[src/rtl/p2s_shift_16_if.sv]
// Load/serial bundle for the p2s_shift_16 parallel-to-serial transmitter.
// A word moves on a rising edge where load_valid && load_ready; load_ready is
// combinational and never depends on load_valid; upstream holds a stable until then.
interface p2s_shift_16_if #(
  parameter int W = 16
);
  logic [W-1:0] a;
  logic         load_valid;
  logic         load_ready;
  logic         en;
  logic         sout;
  logic         sframe;
  logic         done;
  logic         busy_dbg;

  modport master (
    output a, load_valid, en,
    input  load_ready, sout, sframe, done, busy_dbg
  );

  modport slave (
    input  a, load_valid, en,
    output load_ready, sout, sframe, done, busy_dbg
  );
endinterface

[src/rtl/p2s_shift_16.sv]
// Parallel-to-serial transmitter: loads a 2**N-bit word by valid/ready and
// shifts it out one bit per enabled clock, chaining words without a gap.
module p2s_shift_16 #(
  parameter int N         = 4,
  parameter bit MSB_FIRST = 1'b1
) (
  input  logic           clk,
  input  logic           rst_n,
  p2s_shift_16_if.slave  bus
);
  localparam int             W    = 1 << N;
  localparam logic [N-1:0]   LAST = N'(W - 1);

  typedef enum logic {IDLE = 1'b0, SHIFT = 1'b1} state_t;

  state_t         state_q, state_d;
  logic [W-1:0]   shreg_q, shreg_d;
  logic [N-1:0]   cnt_q, cnt_d;
  logic           sout_q, sout_d;
  logic           sframe_q, sframe_d;
  logic           done_q, done_d;

  logic [W-1:0]   ord;
  logic           last_bit;
  logic           load_ready;
  logic           load_fire;

  // Word rearranged into transmission order so the register always shifts left.
  always_comb begin
    ord = '0;
    for (int i = 0; i < W; i++) begin
      ord[i] = MSB_FIRST ? bus.a[i] : bus.a[W-1-i];
    end
  end

  assign last_bit   = (state_q == SHIFT) && bus.en && (cnt_q == LAST);
  assign load_ready = (state_q == IDLE) || last_bit;
  assign load_fire  = bus.load_valid && load_ready;

  always_comb begin
    state_d  = state_q;
    shreg_d  = shreg_q;
    cnt_d    = cnt_q;
    sout_d   = sout_q;
    sframe_d = sframe_q;
    done_d   = 1'b0;
    case (state_q)
      IDLE: begin
        if (load_fire) begin
          shreg_d  = {ord[W-2:0], 1'b0};
          cnt_d    = '0;
          sout_d   = ord[W-1];
          sframe_d = 1'b1;
          state_d  = SHIFT;
        end
      end
      SHIFT: begin
        if (bus.en) begin
          if (cnt_q != LAST) begin
            shreg_d = {shreg_q[W-2:0], 1'b0};
            sout_d  = shreg_q[W-1];
            cnt_d   = cnt_q + N'(1);
          end else begin
            done_d = 1'b1;
            // A load on the last bit chains the next word with no idle cycle.
            if (load_fire) begin
              shreg_d  = {ord[W-2:0], 1'b0};
              cnt_d    = '0;
              sout_d   = ord[W-1];
              sframe_d = 1'b1;
            end else begin
              shreg_d  = '0;
              cnt_d    = '0;
              sout_d   = 1'b0;
              sframe_d = 1'b0;
              state_d  = IDLE;
            end
          end
        end
      end
      default: state_d = IDLE;
    endcase
  end

  always_ff @(posedge clk or negedge rst_n) begin
    if (!rst_n) begin
      state_q  <= IDLE;
      shreg_q  <= '0;
      cnt_q    <= '0;
      sout_q   <= 1'b0;
      sframe_q <= 1'b0;
      done_q   <= 1'b0;
    end else begin
      state_q  <= state_d;
      shreg_q  <= shreg_d;
      cnt_q    <= cnt_d;
      sout_q   <= sout_d;
      sframe_q <= sframe_d;
      done_q   <= done_d;
    end
  end

  assign bus.load_ready = load_ready;
  assign bus.sout       = sout_q;
  assign bus.sframe     = sframe_q;
  assign bus.done       = done_q;
  assign bus.busy_dbg   = (state_q == SHIFT);
endmodule
[src/flat_wrapper.sv]
// flat-port wrapper written by rule: the top's interface ports become plain ports
module p2s_shift_16_flat 
#(
  parameter int N         = 4,
  parameter bit MSB_FIRST = 1'b1
)
  (clk, rst_n, bus_a, bus_load_valid, bus_en, bus_load_ready, bus_sout, bus_sframe, bus_done, bus_busy_dbg);
  p2s_shift_16_if bus_i ();
  input  logic clk;
  input  logic rst_n;
  input wire logic [$bits(bus_i.a)-1:0] bus_a;
  input wire logic [$bits(bus_i.load_valid)-1:0] bus_load_valid;
  input wire logic [$bits(bus_i.en)-1:0] bus_en;
  output wire logic [$bits(bus_i.load_ready)-1:0] bus_load_ready;
  output wire logic [$bits(bus_i.sout)-1:0] bus_sout;
  output wire logic [$bits(bus_i.sframe)-1:0] bus_sframe;
  output wire logic [$bits(bus_i.done)-1:0] bus_done;
  output wire logic [$bits(bus_i.busy_dbg)-1:0] bus_busy_dbg;
  assign bus_i.a = bus_a;
  assign bus_i.load_valid = bus_load_valid;
  assign bus_i.en = bus_en;
  assign bus_load_ready = bus_i.load_ready;
  assign bus_sout = bus_i.sout;
  assign bus_sframe = bus_i.sframe;
  assign bus_done = bus_i.done;
  assign bus_busy_dbg = bus_i.busy_dbg;
  p2s_shift_16 #(.N(N), .MSB_FIRST(MSB_FIRST)) u_core (.clk(clk), .rst_n(rst_n), .bus(bus_i));
endmodule
[config.mk]
export PLATFORM = sky130hd
export DESIGN_NAME = p2s_shift_16_flat
export DESIGN_NICKNAME = d
export VERILOG_FILES = /design/src/rtl/p2s_shift_16_if.sv /design/src/rtl/p2s_shift_16.sv /design/src/flat_wrapper.sv
export SDC_FILE = /design/constraint.sdc
export NUM_CORES = 1
export LEC_CHECK = 0
export BUFFER_PORTS_ARGS = -buffer_cell sky130_fd_sc_hd__buf_4
export CAP_MARGIN = 10
export CORE_ASPECT_RATIO = 1.2
export CORE_MARGIN = 4
export CORE_UTILIZATION = 30
export CTS_CLUSTER_DIAMETER = 50
export DETAILED_ROUTE_END_ITERATION = 6
export GPL_TIMING_DRIVEN = 0
export PLACE_DENSITY_LB_ADDON = 0.12
export RECOVER_POWER = 50
export SLEW_MARGIN = 15
export SYNTH_ARGS = -nofsm -noshare
export SYNTH_HDL_FRONTEND = slang
export SYNTH_SLANG_ARGS = --single-unit
[constraint.sdc]
create_clock -name clk -period 2 [get_ports clk]
set_input_delay 0.2 -clock clk [delete_from_list [all_inputs] [get_ports clk]]
set_output_delay 0.2 -clock clk [all_outputs]
set_load 0.005 [all_outputs]
==> impl_metrics.toml, run 1 <==
[route]
via_per_inst = 5.11
first_pass_iters = 3
drc = 0
drt-total-wl_um = 2220
post_drt_wl_per_cell_um = 14.8
postRouteAntennaNets = 0
num_vias = 766
drt-initial-drc-count = 50

[die]
start_util_pct = 31.7
fp.coreArea_mm2 = 0.00342
die_h_um = 73.9
die_w_um = 62.9
die_area_mm2 = 0.00465
rows = 23
ios = 25

[cells_and_area]
fillCellCount = 331
antennaDiodeCount = 0
drive_above_1_share_pct = 38.1
fin_nets = 135
regArea_um2 = 576
multi_input_area_um2 = 455
area_growth_pct = 25.1

[clock_tree]
cts_root_buf = "clkbuf_8"
cts_tree = "built"
numCtsBuffers = 3
clock_latency_ns = 0.26
h-tree-depth = 1
clk_pin_slew_worst_paths_ns = 0.08
cts_resized = 0
cts_sinks = 23
clockBufferDepth = 2

[synthesis]
netlist_area_mm2 = 0.00109
syn_nets = 105
syn_avg_cell_area_um2 = 12.9
yosysUniqueCellTypes = 25
syn_inst = 84
ys_ff_latch = 23
yosysSeqAreaShare_pct = 53.0
yosys_warnings = 0

[sta]
setup_tns_ns = 0
fin_skew_ns = 0.00232
max_slew.worst_pin.slew_ns = 1.30
rsz0062_at_grt = "no"
fmax_mhz = 625
finalHoldViolCount = 0
period_needed_ns = 1.60
fin_crit_sh_pct = 80.0
finalSetupViolCount = 0
drv_slew = 0
relSlewSlack_pct = 13.6

[power]
peakVddDrop_v = 0.000345
pwr-share-seq_pct = 52.0
pwr-share-clk_pct = 20.8
leakagePower_nw = 0.668
p_comb_share_pct = 27.2
p_sw_share_pct = 27.5
p_switching_w = 0.000375
power_density_mw_per_mm2 = 1000
internal_power_w = 0.000990
totalPowerFinal_w = 0.00137

[worst_setup_path]
worstSetupPathType = "register to register"
worstSetupStartpointType = "register"
required_ns = 2.14
cp.arrival_ns = 1.74
cp_max_fo = 10
worst_setup_path_end_kind = "register"

[worst_hold_path]
hp-class = "primary input to register"

[global_route]
gr-total-overflow = 0
grt_pass1_vias = 825
grt_use_total_pct = 10.5
grt_max_degree = 24
antenna_found_initial = 0
grt_pass1_wl_um = 3820

[placement]
port_buffers = 24
hpwl_um = 1540
gp_congestion = 0.715

[flow_run]
maxCapViolCount = 0

[status]
status = "complete, no violations"
## metrics by stage
stage	setup slack, ns	hold WS [ns]	cell area, um^2	instances	util [%]
floorplan	0.530	-0.0956	1090	84	-
global placement	0.432	0.119	1310	145	38.3
detailed placement	0.407	0.119	1310	145	38.3
CTS	0.389	0.146	1370	150	39.9
global route	0.204	0.145	1360	150	39.7
finish	0.400	0.151	1360	150	39.7
## placed cells by master, fill, tap and decap left out, types with 2 or more instances in the layout
cell type	netlist	layout
a221o_1	11	11
a221o_2	5	5
a22o_1	2	2
and2_1	15	15
buf_4	1	23
buf_6	2	2
clkbuf_1	0	2
clkbuf_8	0	3
dfrtp_1	23	23
mux2_2	2	2
nand2_1	2	2
nand2b_1	2	2
nand3_1	3	4
nor2_1	3	3
## path summary, 6_finish.rpt
| kind | start | to | slack [ns] | cells after the start |
|---|---|---|---|---|
| max in group asynchronous | rst_n | u_core.shreg_q[9]$_DFFE_PN0P_ | 0.49 | 2 |
| min reg2reg | u_core.shreg_q[12]$_DFFE_PN0P_ | u_core.shreg_q[13]$_DFFE_PN0P_ | 0.51 | 1 |
| max | u_core.cnt_q[1]$_DFFE_PN0P_ | u_core.shreg_q[8]$_DFFE_PN0P_ | 0.40 | 6 |
| max reg2reg | u_core.cnt_q[1]$_DFFE_PN0P_ | u_core.shreg_q[8]$_DFFE_PN0P_ | 0.40 | 6 |
| min | bus_a[0] | u_core.shreg_q[1]$_DFFE_PN0P_ | 0.15 | 2 |
| min in group asynchronous | rst_n | u_core.bus.busy_dbg$_DFF_PN0_ | 0.74 | 2 |
## synthesized netlist by cell type (all sizes together)
master,count,share of area [%]
a221o,16,15
nor2b,1,1.3
a22o,2,1.6
and2,16,9.3
nand4,1,1.2
buf,5,4.6
dfrtp,23,53
nor3,1,0.46
nor2,3,1.0
o21ai,1,0.46
ha,1,1.2
mux2,2,2.1
mux2i,2,2.2
nand2,2,0.69
a21boi,1,1.7
nand2b,2,1.2
nand3,4,2.3
a21oi,1,0.46
## per-layer routing
| metal | GRT usage (%) | part of all wire [%] |
|---|---|---|
| met2 | 16.1 | 46 |
| met1 | 14.1 | 49 |
| met3 | 3.21 | 4.6 |
| met4 | 3.68 | 0.81 |
| met5 | 0 | 0 |
## sequential cells by signal, indices dropped and copies added, names as in the netlist
| name | cells |
|---|---|
| u_core.cnt_q | 4 |
| u_core.bus.sout | 1 |
| u_core.bus.sframe | 1 |
| u_core.shreg_q | 15 |
| u_core.bus.busy_dbg | 1 |
| u_core.bus.done | 1 |
## worst max-delay path: stages (launching register included)
cell and delay [ns]:
dfrtp_1 0.40, ha_1 0.22, nand3_1 0.11, nor2b_4 0.14
buf_6 0.13, buf_8 0.13, a221o_1 0.34
## logic make-up (layout without fill, tap and decap cells)
logic type               count (synthesis)  count (layout)  synth area share (%)
AO/OA/AOI/OAI                           21              21                  19.6
adder cells (fa/ha/maj)                  1               1                  1.15
buffers and inverters                    5              34                  4.61
flip-flops                              23              23                  53.0
multiplexers                             4               4                  4.26
AND/OR/NAND/NOR                         30              30                  17.4
## area by class of cell
type	count	share of cell area, %
Clock buffer	4	3.31
Tap cell	37	3.41
Sequential cell	23	42.4
Multi-Input combinational cell	56	33.5
Buffer	5	3.68
Timing Repair Buffer	25	13.7
## repair_timing
item,CTS,global route
setup buffers,0,0
endpoints found under the hold margin,23,0
hold buffers,1,0
## power groups by stage
| stage | clock network (W) | registers (W) | logic, W |
|---|---|---|---|
| after CTS | 0.000293 | 0.000713 | 0.000383 |
| after global placement | 0 | 0.000719 | 0.000373 |
| after floorplan | 0 | 0.000690 | 0.000273 |
| final | 0.000284 | 0.000710 | 0.000371 |
| after detailed placement | 0 | 0.000718 | 0.000380 |
| after global routing | 0.000318 | 0.000735 | 0.000417 |
Note: power is estimated with default switching activity, not from simulation.
==> run 2, diff against run 1 <==
Clock period 2 ns to 1.55 ns, I/O delays scaled along.
==> run 2 against run 1 <==
  * Clock skew increased by 0.00055 ns
  * Die area stayed put
  * Cell count up 1.3%
  * Critical endpoint is now u_core.shreg_q[7]$_DFFE_PN0P_
==> impl_metrics.toml, run 2 (same netlist as run 1, synthesis figures left out) <==
[die]
die_w_um = 62.9
fp.coreArea_mm2 = 0.00342
start_util_pct = 31.7
die_area_mm2 = 0.00465
die_h_um = 73.9
ios = 25
rows = 23

[placement]
hpwl_um = 1540
dpl_cell_area_mm2 = 0.00131
gp_congestion = 0.715
port_buffers = 24

[worst_setup_path]
worst_setup_path_end_kind = "register"
worstSetupStartpointType = "register"
r2r_start = "u_core.cnt_q[1]$_DFFE_PN0P_"
reg2reg_depth = 5
rrSetupSlack_ns = 0.11
required_ns = 1.69
cp.arrival_ns = 1.58
worstSetupPathType = "register to register"
crit_chain = "ha_2 > nand3_2 > nor2b_4 > buf_8 > a221o_1"
slowest_stage = "dfrtp_1"
critPathMaxStageDelay_ns = 0.36
cp_max_fo = 10
regToRegEndpoint = "u_core.shreg_q[7]$_DFFE_PN0P_"

[clock_tree]
clk_pin_slew_worst_paths_ns = 0.08
cts_root_buf = "clkbuf_8"
h-tree-depth = 1
clock_latency_ns = 0.26
cts_sinks = 23
clockBufferDepth = 2
cts_tree = "built"
numCtsBuffers = 3

[route]
postRouteAntennaNets = 0
drt-total-wl_um = 2170
first_pass_iters = 4
drt-initial-drc-count = 55
post_drt_wl_per_cell_um = 14.3
drc = 0
via_per_inst = 5.10
num_vias = 775

[sta]
fmax_mhz = 696
finalHoldViolCount = 0
setup_tns_ns = 0
relSlewSlack_pct = 60.6
period_needed_ns = 1.44
rsz0062_at_grt = "no"
max_slew.worst_pin.slew_ns = 0.590
fin_skew_ns = 0.00287
finalSetupViolCount = 0
drv_slew = 0
fin_crit_sh_pct = 92.7

[cells_and_area]
top_register = "u_core.shreg_q"
largest_reg_flops = 15
drive_above_1_share_pct = 41.7
antennaDiodeCount = 0
reg_top3 = "u_core.shreg_q: 15 flops, u_core.cnt_q: 4 flops"
layout_commonest_cell = "buf_4"
layout_common_cells = "buf_4, dfrtp_1, and2_1, a221o_1, a221o_2"
area_growth_pct = 28.0
stdcell_area_mm2 = 0.00139
fin_nets = 137

[flow_run]
maxCapViolCount = 0

[global_route]
antenna_found_initial = 0
grt_pass1_wl_um = 3840
grt_use_total_pct = 10.5
grt_pass1_vias = 834
grt_max_degree = 24
gr-total-overflow = 0

[power]
power_density_mw_per_mm2 = 1300
p_switching_w = 0.000491
peakVddDrop_v = 0.000449
leakagePower_nw = 0.681
p_comb_share_pct = 29.7
internal_power_w = 0.00132
pwr-share-seq_pct = 50.3
pwr-share-clk_pct = 20.0
p_sw_share_pct = 27.2

[worst_hold_path]
hp-class = "primary input to register"
min_from = "bus_a[0]"
hold_path_end = "u_core.shreg_q[1]$_DFFE_PN0P_"
whs_path_depth = 2

[status]
status = "complete, no violations"
==> run 2: final cells by class <==
cell class / instances / area, um^2
Tap cell: 37 / 46.3
Buffer: 3 / 33.8
Timing Repair Buffer: 29 / 218
Clock buffer: 4 / 45.0
Fill cell: 327 / 2030
Multi-Input combinational cell: 56 / 472
Sequential cell: 23 / 576
==> run 2: stage by stage <==
stage / power, W / util [%] / cells / worst slack, ns / hold WS [ns]
after CTS: 0.00182 / 40.7 / 152 / 0.0165 / 0.101
final: 0.00181 / 40.6 / 152 / 0.113 / 0.107
after global routing: 0.00195 / 40.6 / 152 / 0.0302 / 0.100
after global placement: 0.00141 / 38.3 / 145 / -0.0179 / 0.0736
after floorplan: 0.00124 / - / 84 / 0.0805 / -0.141
after detailed placement: 0.00142 / 38.3 / 145 / -0.0434 / 0.0741
==> run 2: power by group through the flow <==
| stage | Sequential [W] | Combinational (W) | Clock [W] |
|---|---|---|---|
| 4_1_cts | 0.000911 | 0.000536 | 0.000378 |
| 2_1_floorplan | 0.000891 | 0.000353 | 0 |
| 3_5_place_dp | 0.000926 | 0.000490 | 0 |
| 3_3_place_gp | 0.000927 | 0.000482 | 0 |
| 6_report | 0.000909 | 0.000536 | 0.000361 |
| 5_1_grt | 0.000943 | 0.000600 | 0.000409 |
==> run 2: metal layers <==
metal / part of all wire [%] / wire, um / GRT usage [%]
met5: 0 / 0 / 0
met4: 0.83 / 18 / 3.68
met3: 5.1 / 111 / 3.21
met2: 47 / 1020 / 16.6
met1: 47 / 1010 / 13.8
==> run 2: how the worst max path moves through the flow <==
stage	start	cells past startpoint	slack, ns	end
global route	u_core.bus.busy_dbg$_DFF_PN0_	4	0.03	u_core.shreg_q[7]$_DFFE_PN0P_
global placement	u_core.cnt_q[1]$_DFFE_PN0P_	6	-0.02	u_core.bus.sout$_DFFE_PN0P_
finish	u_core.cnt_q[1]$_DFFE_PN0P_	5	0.11	u_core.shreg_q[7]$_DFFE_PN0P_
detailed placement	u_core.cnt_q[1]$_DFFE_PN0P_	6	-0.04	u_core.shreg_q[7]$_DFFE_PN0P_
floorplan	u_core.cnt_q[1]$_DFFE_PN0P_	6	0.08	u_core.bus.sout$_DFFE_PN0P_
CTS	u_core.cnt_q[0]$_DFFE_PN0P_	6	0.02	u_core.shreg_q[7]$_DFFE_PN0P_
==> run 2: repair_timing <==
item,in CTS,in global routing
cloned,0,0
pin swaps,0,5
setup endpoints to repair,10,11
buffers inserted,2,2
hold buffers,1,0
gates resized for setup,2,0
hold endpoints to repair,23,0
==> run 2: critical path: cells and delay by family, from the launching register on <==
| family | cells | cell delay, ns |
|---|---|---|
| fa+ha+maj | 1 | 0.21 |
| flops | 1 | 0.36 |
| compound gates | 1 | 0.34 |
| simple gates | 2 | 0.26 |
| buf+inv | 1 | 0.14 |
==> run 3, diff against run 2 <==
Settings changed: GPL_TIMING_DRIVEN 0 to not set.
==> run 3 against run 2 <==
  * Clock power is essentially flat
  * First-iteration DRC count shrank 51%
  * Clock skew is essentially flat
  * Highest routed layer unchanged
  * Design area grew 0.72%
  * Fmax shrank 1.1%
  * Via count is the same
  * Utilization grew 0.29 points
  * Die area is the same
  * Critical endpoint is now u_core.shreg_q[12]$_DFFE_PN0P_
  * Hold slack gained 0.0049 ns
  * Largest power group unchanged
  * Power shrank 0.56%
  * Worst setup slack lost 0.016 ns
  * Flip-flop and latch count is the same
==> impl_metrics.toml, run 3 (same netlist as run 1, synthesis figures left out) <==
[sta]
max_slew.worst_pin.slew_ns = 0.577
finalSetupViolCount = 0
fin_skew_ns = 0.00284
drv_slew = 0
fmax_mhz = 688
setup_tns_ns = 0
fin_crit_sh_pct = 93.7
period_needed_ns = 1.45
hold_ws_ns = 0.112
rsz0062_at_grt = "no"
relSlewSlack_pct = 61.5
worst_slack_ns = 0.0969
finalHoldViolCount = 0

[cells_and_area]
fin_nets = 135
reg_top3 = "u_core.shreg_q: 15 flops, u_core.cnt_q: 4 flops"
layout_commonest_cell = "buf_4"
largest_reg_flops = 15
layout_common_cells = "buf_4, dfrtp_1, and2_1, a221o_1, a221o_2"
antennaDiodeCount = 0
area_growth_pct = 28.9
drive_above_1_share_pct = 41.6
top_register = "u_core.shreg_q"

[route]
num_vias = 775
met3_length_um = 152
post_drt_wl_per_cell_um = 15.0
first_pass_iters = 4
wl_met1_um = 1040
drt-initial-drc-count = 27
drt-total-wl_um = 2250
via_per_inst = 5.17
highest_layer = "met4"
drc = 0
postRouteAntennaNets = 0
dr_wl_met2_um = 1040

[global_route]
grt_max_degree = 24
gr-total-overflow = 0
grt_use_total_pct = 10.4
grt_pass1_vias = 816
grt_pass1_wl_um = 3800
antenna_found_initial = 0

[placement]
hpwl_um = 1550
gp_congestion = 0.714
port_buffers = 24
dp_slack_ns = 0.0376

[worst_setup_path]
required_ns = 1.70
worst_setup_path_end_kind = "register"
critPathMaxStageDelay_ns = 0.45
slowest_stage = "dfrtp_2"
crit_chain = "ha_4 > nand4_2 > a21boi_4 > buf_12 > a221o_2"
worstSetupStartpointType = "register"
cp_max_fo = 16
cp.arrival_ns = 1.60
worstSetupPathType = "register to register"

[power]
power_density_mw_per_mm2 = 1280
peakVddDrop_v = 0.000506
leakagePower_nw = 0.673

[die]
rows = 23
die_area_mm2 = 0.00465
ios = 25
fp.coreArea_mm2 = 0.00342
die_w_um = 62.9
die_h_um = 73.9
start_util_pct = 31.7

[clock_tree]
postCtsSetupRepairBufs = 0
cts_tree = "built"
clock_latency_ns = 0.26
numCtsBuffers = 3
h-tree-depth = 1
clk_pin_slew_worst_paths_ns = 0.08
clockBufferDepth = 2
cts_root_buf = "clkbuf_8"
cts_sinks = 23

[status]
status = "complete, no violations"

[flow_run]
maxCapViolCount = 0

[worst_hold_path]
hp-class = "primary input to register"
run 3: changes by cell type in the layout (fill, tap and decap cells not counted):
cell,before,now
buf_6,1,0
dfrtp_2,0,1
buf_12,0,2
buf_8,1,0
buf_4,27,24
clkbuf_4,1,2
ha_4,0,1
dfrtp_1,23,22
ha_2,1,0
run 3: layout make-up:
| type | instances | area [um^2] |
|---|---|---|
| clock buffers | 4 | 45.0 |
| fillers | 336 | 2020 |
| multi-input cells | 56 | 482 |
| flip-flops and latches | 23 | 577 |
| well taps | 37 | 46.3 |
| repair buffers | 30 | 250 |
run 3: power breakdown:
part	leakage (nW)	internal, W	switching [W]	total (W)
logic	0.347	0.000328	0.000174	0.000502
clock network	0.0228	0.000183	0.000180	0.000363
registers	0.304	0.000789	0.000142	0.000932
run 3: final timing paths:
check	start	endpoint	slack [ns]	cells after the start
max	u_core.cnt_q[1]$_DFFE_PN0P_	u_core.shreg_q[12]$_DFFE_PN0P_	0.1	5
min	bus_a[0]	u_core.shreg_q[1]$_DFFE_PN0P_	0.11	2
max reg2reg	u_core.cnt_q[1]$_DFFE_PN0P_	u_core.shreg_q[12]$_DFFE_PN0P_	0.1	5
min reg2reg	u_core.shreg_q[8]$_DFFE_PN0P_	u_core.shreg_q[9]$_DFFE_PN0P_	0.50	1
max in group asynchronous	rst_n	u_core.cnt_q[1]$_DFFE_PN0P_	0.72	2
min in group asynchronous	rst_n	u_core.bus.sframe$_DFFE_PN0P_	0.42	2
run 3: stage by stage:
stage                     cells  utilization, %  total power [W]  instance area (um^2)
after floorplan              84               -          0.00124                  1090
after global placement      145            38.7          0.00142                  1330
after detailed placement    145            38.7          0.00142                  1330
after CTS                   150            40.3          0.00180                  1380
after global routing        150            40.9          0.00192                  1400
final                       150            40.9          0.00180                  1400
run 3: per-layer routing:
layer	track usage (%)	vias up
met5	0	-
met4	4.41	0
met3	3.06	2
met2	16.6	28
met1	13.3	370
li1	-	375
run 3: worst max-delay path: cells and delay by family, from the launching register on:
family	cells	cell delay [ns]
simple gates	1	0.15
fa+ha+maj	1	0.18
buf+inv	1	0.15
flops	1	0.45
compound gates	2	0.41
run 3: timing repair:
action                                 4_1_cts  5_1_grt
hold buffers                                 1        0
endpoints found under the hold margin       23        0
setup endpoints to repair                    0       16
resized for setup                            0        4
